<file path="src/rtl/mem_access_stage_pkg.sv">
// Shared definitions for the MEM stage: FSM encodings, MEM/WB control bit indices, bubble value.
// No logic; constants and types only.
// Imported by mem_access_stage and its MEM/WB register.
package mem_access_stage_pkg;

    typedef enum logic {
        ST_IDLE = 1'b0,
        ST_WAIT = 1'b1
    } state_t;

    localparam int WB_REGWRITE = 1;
    localparam int WB_MEMTOREG = 0;

    // Control half of the MEM/WB register when a bubble is inserted.
    localparam logic [1:0] MEMWB_BUBBLE = 2'b00;

endpackage

</file>
<file path="src/rtl/mem_access_stage_mem2wb.sv">
// MEM/WB pipeline register with load, bubble and synchronous reset.
// Latency: 1 cycle from load to output.
// Backpressure: none; the caller selects load or bubble every cycle.
module mem_access_stage_mem2wb
    import mem_access_stage_pkg::*;
#(
    parameter int DATA_W = 32,
    parameter int REG_W  = 5
) (
    input  logic              clk,
    input  logic              rst,
    input  logic              load,
    input  logic              bubble,
    input  logic [1:0]        ctrl_d,
    input  logic [DATA_W-1:0] rdata_d,
    input  logic [DATA_W-1:0] alu_d,
    input  logic [REG_W-1:0]  dest_d,
    output logic [1:0]        ctrl_q,
    output logic [DATA_W-1:0] rdata_q,
    output logic [DATA_W-1:0] alu_q,
    output logic [REG_W-1:0]  dest_q
);

    always_ff @(posedge clk) begin
        if (rst) begin
            ctrl_q  <= MEMWB_BUBBLE;
            rdata_q <= '0;
            alu_q   <= '0;
            dest_q  <= '0;
        end else if (load) begin
            ctrl_q  <= ctrl_d;
            rdata_q <= rdata_d;
            alu_q   <= alu_d;
            dest_q  <= dest_d;
        end else if (bubble) begin
            // Data fields hold; only the control and destination are killed.
            ctrl_q <= MEMWB_BUBBLE;
            dest_q <= '0;
        end
    end

endmodule

</file>
<file path="src/rtl/mem_access_stage.sv">
// MEM stage: drives a ready-handshaked data memory and latches the MEM/WB register.
// Latency: non-memory ops 1 cycle; aligned accesses stall from the request until dmem_ready or timeout.
// Backpressure: stall freezes upstream while an access is pending; dmem_ready ends the wait.
module mem_access_stage
    import mem_access_stage_pkg::*;
#(
    parameter int DATA_W  = 32,
    parameter int REG_W   = 5,
    parameter int TIMEOUT = 255
) (
    input  logic              clk,
    input  logic              rst,
    input  logic [1:0]        Mem_WB,
    input  logic              read_En,
    input  logic              write_En,
    input  logic [DATA_W-1:0] DataAddress,
    input  logic [DATA_W-1:0] WriteData,
    input  logic [REG_W-1:0]  dest,
    output logic              dmem_req,
    output logic              dmem_we,
    output logic [DATA_W-1:0] dmem_addr,
    output logic [DATA_W-1:0] dmem_wdata,
    input  logic [DATA_W-1:0] dmem_rdata,
    input  logic              dmem_ready,
    output logic              stall,
    output logic [DATA_W-1:0] Write_Data,
    output logic [REG_W-1:0]  Write_Register,
    output logic              RegWrite,
    output logic              bus_err,
    output logic              align_err
);

    localparam int CNT_W = $clog2(TIMEOUT + 1);

    state_t             state;
    state_t             state_nxt;
    logic [CNT_W-1:0]   cnt;
    logic               mem_op;
    logic               misaligned;
    logic               start;
    logic               finish;
    logic               timeout_hit;
    logic               align_hit;
    logic               wb_load;
    logic               wb_bubble;
    logic [DATA_W-1:0]  wb_rdata_d;
    logic [1:0]         wb_ctrl_q;
    logic [DATA_W-1:0]  wb_rdata_q;
    logic [DATA_W-1:0]  wb_alu_q;
    logic [REG_W-1:0]   wb_dest_q;

    assign mem_op     = read_En | write_En;
    assign misaligned = mem_op && (DataAddress[1:0] != 2'b00);

    always_comb begin
        state_nxt   = state;
        stall       = 1'b0;
        start       = 1'b0;
        finish      = 1'b0;
        timeout_hit = 1'b0;
        align_hit   = 1'b0;
        wb_load     = 1'b0;
        wb_bubble   = 1'b0;
        wb_rdata_d  = wb_rdata_q;
        case (state)
            ST_IDLE: begin
                if (misaligned) begin
                    align_hit = 1'b1;
                    wb_bubble = 1'b1;
                end else if (mem_op) begin
                    stall     = 1'b1;
                    start     = 1'b1;
                    wb_bubble = 1'b1;
                    state_nxt = ST_WAIT;
                end else begin
                    wb_load = 1'b1;
                end
            end
            ST_WAIT: begin
                // A response arriving on the expiry cycle still completes normally.
                if (dmem_ready) begin
                    wb_load   = 1'b1;
                    finish    = 1'b1;
                    state_nxt = ST_IDLE;
                    if (!dmem_we) begin
                        wb_rdata_d = dmem_rdata;
                    end
                end else if (cnt == CNT_W'(TIMEOUT)) begin
                    wb_load     = 1'b1;
                    finish      = 1'b1;
                    timeout_hit = 1'b1;
                    wb_rdata_d  = '0;
                    state_nxt   = ST_IDLE;
                end else begin
                    stall     = 1'b1;
                    wb_bubble = 1'b1;
                end
            end
            default: state_nxt = ST_IDLE;
        endcase
    end

    always_ff @(posedge clk) begin
        if (rst) begin
            state      <= ST_IDLE;
            dmem_req   <= 1'b0;
            dmem_we    <= 1'b0;
            dmem_addr  <= '0;
            dmem_wdata <= '0;
            cnt        <= '0;
            bus_err    <= 1'b0;
            align_err  <= 1'b0;
        end else begin
            state     <= state_nxt;
            align_err <= align_hit;
            if (timeout_hit) begin
                bus_err <= 1'b1;
            end
            if (start) begin
                dmem_req   <= 1'b1;
                dmem_we    <= write_En;
                dmem_addr  <= DataAddress;
                dmem_wdata <= WriteData;
                cnt        <= '0;
            end else if (finish) begin
                dmem_req <= 1'b0;
            end else if (state == ST_WAIT) begin
                cnt <= cnt + CNT_W'(1);
            end
        end
    end

    mem_access_stage_mem2wb #(
        .DATA_W (DATA_W),
        .REG_W  (REG_W)
    ) u_mem2wb (
        .clk     (clk),
        .rst     (rst),
        .load    (wb_load),
        .bubble  (wb_bubble),
        .ctrl_d  (Mem_WB),
        .rdata_d (wb_rdata_d),
        .alu_d   (DataAddress),
        .dest_d  (dest),
        .ctrl_q  (wb_ctrl_q),
        .rdata_q (wb_rdata_q),
        .alu_q   (wb_alu_q),
        .dest_q  (wb_dest_q)
    );

    assign RegWrite       = wb_ctrl_q[WB_REGWRITE];
    assign Write_Register = wb_dest_q;
    assign Write_Data     = wb_ctrl_q[WB_MEMTOREG] ? wb_rdata_q : wb_alu_q;

endmodule

</file>
<file path="config.mk">
export PLATFORM = sky130hd
export DESIGN_NAME = mem_access_stage
export DESIGN_NICKNAME = d
export VERILOG_FILES = /design/src/rtl/mem_access_stage_pkg.sv /design/src/rtl/mem_access_stage_mem2wb.sv /design/src/rtl/mem_access_stage.sv
export SDC_FILE = /design/constraint.sdc
export NUM_CORES = 1
export LEC_CHECK = 0
export CELL_PAD_IN_SITES_DETAIL_PLACEMENT = 2
export CELL_PAD_IN_SITES_GLOBAL_PLACEMENT = 2
export CORE_ASPECT_RATIO = 1.4
export CORE_MARGIN = 5
export CORE_UTILIZATION = 25
export CTS_BUF_LIST = sky130_fd_sc_hd__clkbuf_2 sky130_fd_sc_hd__clkbuf_4 sky130_fd_sc_hd__clkbuf_8
export DETAILED_ROUTE_END_ITERATION = 8
export GPL_ROUTABILITY_DRIVEN = 1
export PLACE_DENSITY = 0.81
export SYNTH_ARGS = -nofsm -noshare
export SYNTH_HDL_FRONTEND = slang
export SYNTH_SLANG_ARGS = --single-unit
export TNS_END_PERCENT = 100
</file>
<file path="constraint.sdc">
create_clock -name clk -period 2.2 [get_ports clk]
set_clock_uncertainty 0.2 [all_clocks]
set_input_delay 0.44 -clock clk [delete_from_list [all_inputs] [get_ports clk]]
set_output_delay 0.44 -clock clk [all_outputs]
set_load 0.02 [all_outputs]
</file>
Word level (Yosys, flattened, before mapping)
Cells that the tools add are included.
- register bits after elaboration: 148
- input bits: 108
- output and inout port bits: 107
- word-level logic and storage cells: 54
- add/sub/neg operators: 1
- equality and inequality tests: 2
- multiplexer cells: 27
- bitwise gates (word level): 3
- reduce and logical (&&, ||, !) cells: 9
- operators by type and width (operator ; count):
    $mux 32 ; 4
    $mux 1 ; 16
    $mux 5 ; 2
    $add 8x1->8 const B ; 1
    $eq 8x8->1 const B ; 1
    $reduce_bool 2->1 ; 4
    $pmux 1 s2 ; 3
    $mux 2 ; 2
    $reduce_and 4->1 ; 1
    $reduce_or 2->1 ; 2
    $ne 2x2->1 const B ; 1
    $not 1->1 ; 2
    $reduce_and 2->1 ; 1
    $logic_and 1x1->1 ; 1
    $or 1x1->1 ; 1

Logic depth before layout (Yosys ltp)
- depth in word-level cells: 6
- gate-level depth with buffers: 6
- depth with buffers taken out: 5

Modules after synthesis
A second synthesis with hierarchy kept.
- cell total of the unflattened synthesis: 694
- area total of the unflattened synthesis: 6407.4 um2
- by module, submodules not included (module ; instances ; cells an instance ; area each (um2) ; sequential area each (um2)):
    mem_access_stage ; 1 ; 455 ; 3797.4 ; 1541.5
    mem_access_stage_mem2wb ; 1 ; 239 ; 2610.0 ; 1421.4

Least setup slack after synthesis
Ideal clock, no wire load.
- kind: register to output
- from: reg cnt[0]
- to: out stall
- arrival time: 1.303 ns
- data required time: 1.560 ns
- path slack: 0.257 ns
- stages on the path, launching flop included: 6
- buffers on the path: 1
- path through: dfxtp_1 -> ha_1 -> and3_1 -> a21o_1 -> buf_2 -> nand2_1
- longest elaborated chain between the ends: 4
- RTL lines (what ; RTL line ; text):
    start, declared ; mem_access_stage.sv:37 ; logic [CNT_W-1:0] cnt;
    start signal, assigned ; mem_access_stage.sv:128 ; cnt <= cnt + CNT_W'(1);
    $eq 8x8->1 ; mem_access_stage.sv:88 ; end else if (cnt == CNT_W'(TIMEOUT)) begin
    $mux 1 ; mem_access_stage.sv:88 ;
    $mux 1 ; mem_access_stage.sv:81 ; if (dmem_ready) begin
    $pmux 1 s2 ; mem_access_stage.sv:65 ; case (state)
    end, declared ; mem_access_stage.sv:25 ; output logic stall,
Every way passes these cells.

Worst setup path in the final report
- from: reg u_mem2wb.ctrl_q[0]
- to: out Write_Data[25]
- longest elaborated chain between the ends: 1
- RTL lines (what ; RTL line ; text):
    start, declared ; mem_access_stage_mem2wb.sv:18 ; output logic [1:0] ctrl_q,
    start signal, assigned ; mem_access_stage_mem2wb.sv:31 ; ctrl_q <= ctrl_d;
    $mux 32 ; mem_access_stage.sv:153 ; assign Write_Data = wb_ctrl_q[WB_MEMTOREG] ? wb_rdata_q : wb_alu_q;
    end, declared ; mem_access_stage.sv:26 ; output logic [DATA_W-1:0] Write_Data,
Every way passes these cells.

==> run metrics <==
wire per inst=19.4 um; layout cell share with drive strength beyond 1=0.171; Final min period=~2.2 ns; CP max stage cell=dfxtp_4; Synth async-reset ratio=0; die area=25800 sq um; Starting Density=0.252; Layout Nets=approximately 1000; fill count=2550; Avg Inst Size Synth=8.29 sq um; fmax=approximately 0.45 GHz; Pre-antenna DRT Iters=4; Worst Setup Start Kind=register; Worst VDD drop=0.329 mV; post-synthesis register bit count=~150; final setup fails=11; CTS tree=built; Synth area leaders=dfxtp_1 (52%), a21oi_1 (12%), nand2_1 (11%), mux2_2 (6.4%), o21ai_0 (5.7%); Top delay family on crit path=buffers and inverters; share of total power in sequential cells=0.481; cts bufs inserted=17; Max-slew headroom=0.533; status=finished, violations left; Bufs and invs on worst path=3; antenna cell count=0; Hold Vio Cnt, Final=0; power per cell area=663 nW/um^2; CTS clock-pin slew for the worst setup and hold paths=0.09 ns; max cap viols=0; CTS Sinks=between 100 and 150; first-pass GRT wire length=36.1 mm; Post-Layout Cell Count=approximately 1200; DRC viols=0; CTS root buffer=clkbuf_8; Core Area=22400 sq um; Post-synth top flop=dfxtp_1; Cells after DPL=1183; starting DRC count in detailed routing=224; Seq/Total Area, Yosys=0.524; failing checks=setup timing; internal power=4220 uW; RSZ-0062 raised after global routing=yes; Design Power=5910 uW; Max FO, Critical Path=5; Place WS=-0.397 ns; Worst Path Arrival=1.60 ns; clk buf depth=2; GRT Overall Usage=0.182; H-tree levels=4; post-synthesis cell count=682; GRT overflow=0; area grow syn2layout=57.6%; Hold Path Class=in2reg; Sw Pwr=1690 uW; YS warnings=0; Switching Fraction=0.286; clk_lat worst skew=roughly 0.45 ns; register area=2970 sq um; io pins=between 200 and 250; Synth cell types=35; max-slew violations=0; Post-Syn Nets=791; Post-Route WL=23.7 mm; # rows=65; Mapped Area=around 5700 sq um; RePlAce Congestion=0.807; pin count of the biggest net entering global routing=67; DRT antenna net count=0; via count=5726; CP Data Required Time=1.56 ns; critical path type=reg2out; Post-synth EDFFs=0; Die Y=roughly 190 um; top-count cell post-synth=nand2_1; CP Capture Type=output port; antenna violations before repair=0; CP Cell Sequence=buf_6 > clkbuf_16 > mux2_4 > buf_6; combinational share of power=0.172; commonest cells in the netlist=nand2_1 (164), dfxtp_1 (148), a21oi_1 (134); final worst slack=-0.0402 ns; LEAKAGE=0.00320 uW; crit-path max cell delay=0.39 ns; Worst-Margin Slew=roughly 0.7 ns; Die Span X=137 um; clock share of power=0.347; fin crit share=1.02; Via density=4.69; top-area cell type share of the netlist area=0.524; vias in the first global route=6382; post-synth top area cell=dfxtp_1; # port buffers=214; DP Wirelength=16.5 mm; most used cell, CP=buf_6; multi-input combinational cell area=2580 sq um
[cell families after synthesis]
family,Yosys count,share of synthesized area
mux,32,0.0637
buf+inv,59,0.0423
simple gates,227,0.169
flops,148,0.524
fa+ha+maj,1,0.00221
compound gates,212,0.194
xor+xnor,3,0.00465
[power groups by stage]
| stage | clock [uW] | sequential (uW) | combinational (uW) |
|---|---|---|---|
| final | 2050 | 2840 | 1010 |
| after global routing | 2250 | 2860 | 1090 |
| after CTS | 2130 | 2840 | 1010 |
| after detailed placement | 0 | 2910 | 986 |
| after global placement | 0 | 2900 | 974 |
| after floorplan | 0 | 2960 | 350 |
[flip-flops by register name, indices dropped and copies added, names as in the netlist]
signal and flops:
align_err 1, bus_err 1, cnt 8, dmem_addr 32, dmem_req 1, dmem_wdata 32
dmem_we 1, state 1, u_mem2wb.alu_q 32, u_mem2wb.ctrl_q 2, u_mem2wb.dest_q 5, u_mem2wb.rdata_q 32
[cells in the final DEF, fill, tap and decap left out, types with 3 or more instances in the layout]
cell,netlist,routed
a21oi_1,134,134
and2_1,9,9
buf_12,0,6
buf_2,11,10
buf_4,1,38
buf_6,0,23
clkbuf_8,0,17
clkdlybuf4s50_1,0,179
clkinvlp_4,0,5
dfxtp_1,148,145
inv_1,4,4
inv_6,0,4
mux2_2,32,12
mux2_4,0,20
nand2_1,164,163
nand3_1,34,34
nor2_1,6,6
o21ai_0,64,64
xnor2_1,3,3
[repair_timing]
item                                    in CTS  in global routing
buffers inserted                             2                  0
gates cloned                                 2                  1
gates resized for setup                    173                 41
pin swaps                                    2                  0
hold buffers                                 0                  0
endpoints found under the setup margin      41                 33
[tightest hold or removal path, stage by stage]
cell and delay (ns):
buf_4 0.11, nor3_2 0.10, and2_1 0.17
[layer usage]
| metal | global-route usage | vias to the layer above | share of wire |
|---|---|---|---|
| li1 | - | 2765 | - |
| met1 | 0.199 | 2805 | 0.38 |
| met2 | 0.338 | 130 | 0.55 |
| met3 | 0.0378 | 26 | 0.043 |
| met4 | 0.0676 | 0 | 0.024 |
| met5 | 0 | - | 0 |
[area by class of cell]
class	instances	area share
repair buffers	260	0.291
multi-input cells	475	0.290
clock buffers	19	0.0279
well taps	301	0.0423
inverters	4	0.00168
clock inverters	13	0.0140
flip-flops and latches	148	0.333
[metrics by stage]
| stage | hold slack [ns] | TNS (ns) | cell area [sq um] | util |
|---|---|---|---|---|
| after floorplan | 0.250 | 0 | 5660 | - |
| after global placement | 0.241 | -16.24 | 8340 | 0.371 |
| after global routing | 0.178 | -1.25 | 8910 | 0.397 |
| final | 0.210 | -0.105 | 8910 | 0.397 |
| after CTS | 0.176 | -1.52 | 8830 | 0.393 |
| after detailed placement | 0.250 | -22.60 | 8340 | 0.371 |
[path summary, 6_finish.rpt]
| kind | start | endpoint | slack [ns] | depth (start not counted) |
|---|---|---|---|---|
| setup / recovery | u_mem2wb.ctrl_q[0] | Write_Data[25] | -0.04 | 4 |
| hold / removal | rst | u_mem2wb.dest_q[3] | 0.21 | 3 |
| setup reg to reg | cnt[0] | cnt[7] | 0.16 | 6 |
| hold reg to reg | dmem_addr[27] | dmem_addr[27] | 0.26 | 2 |
(Power assumes the default switching activity.)
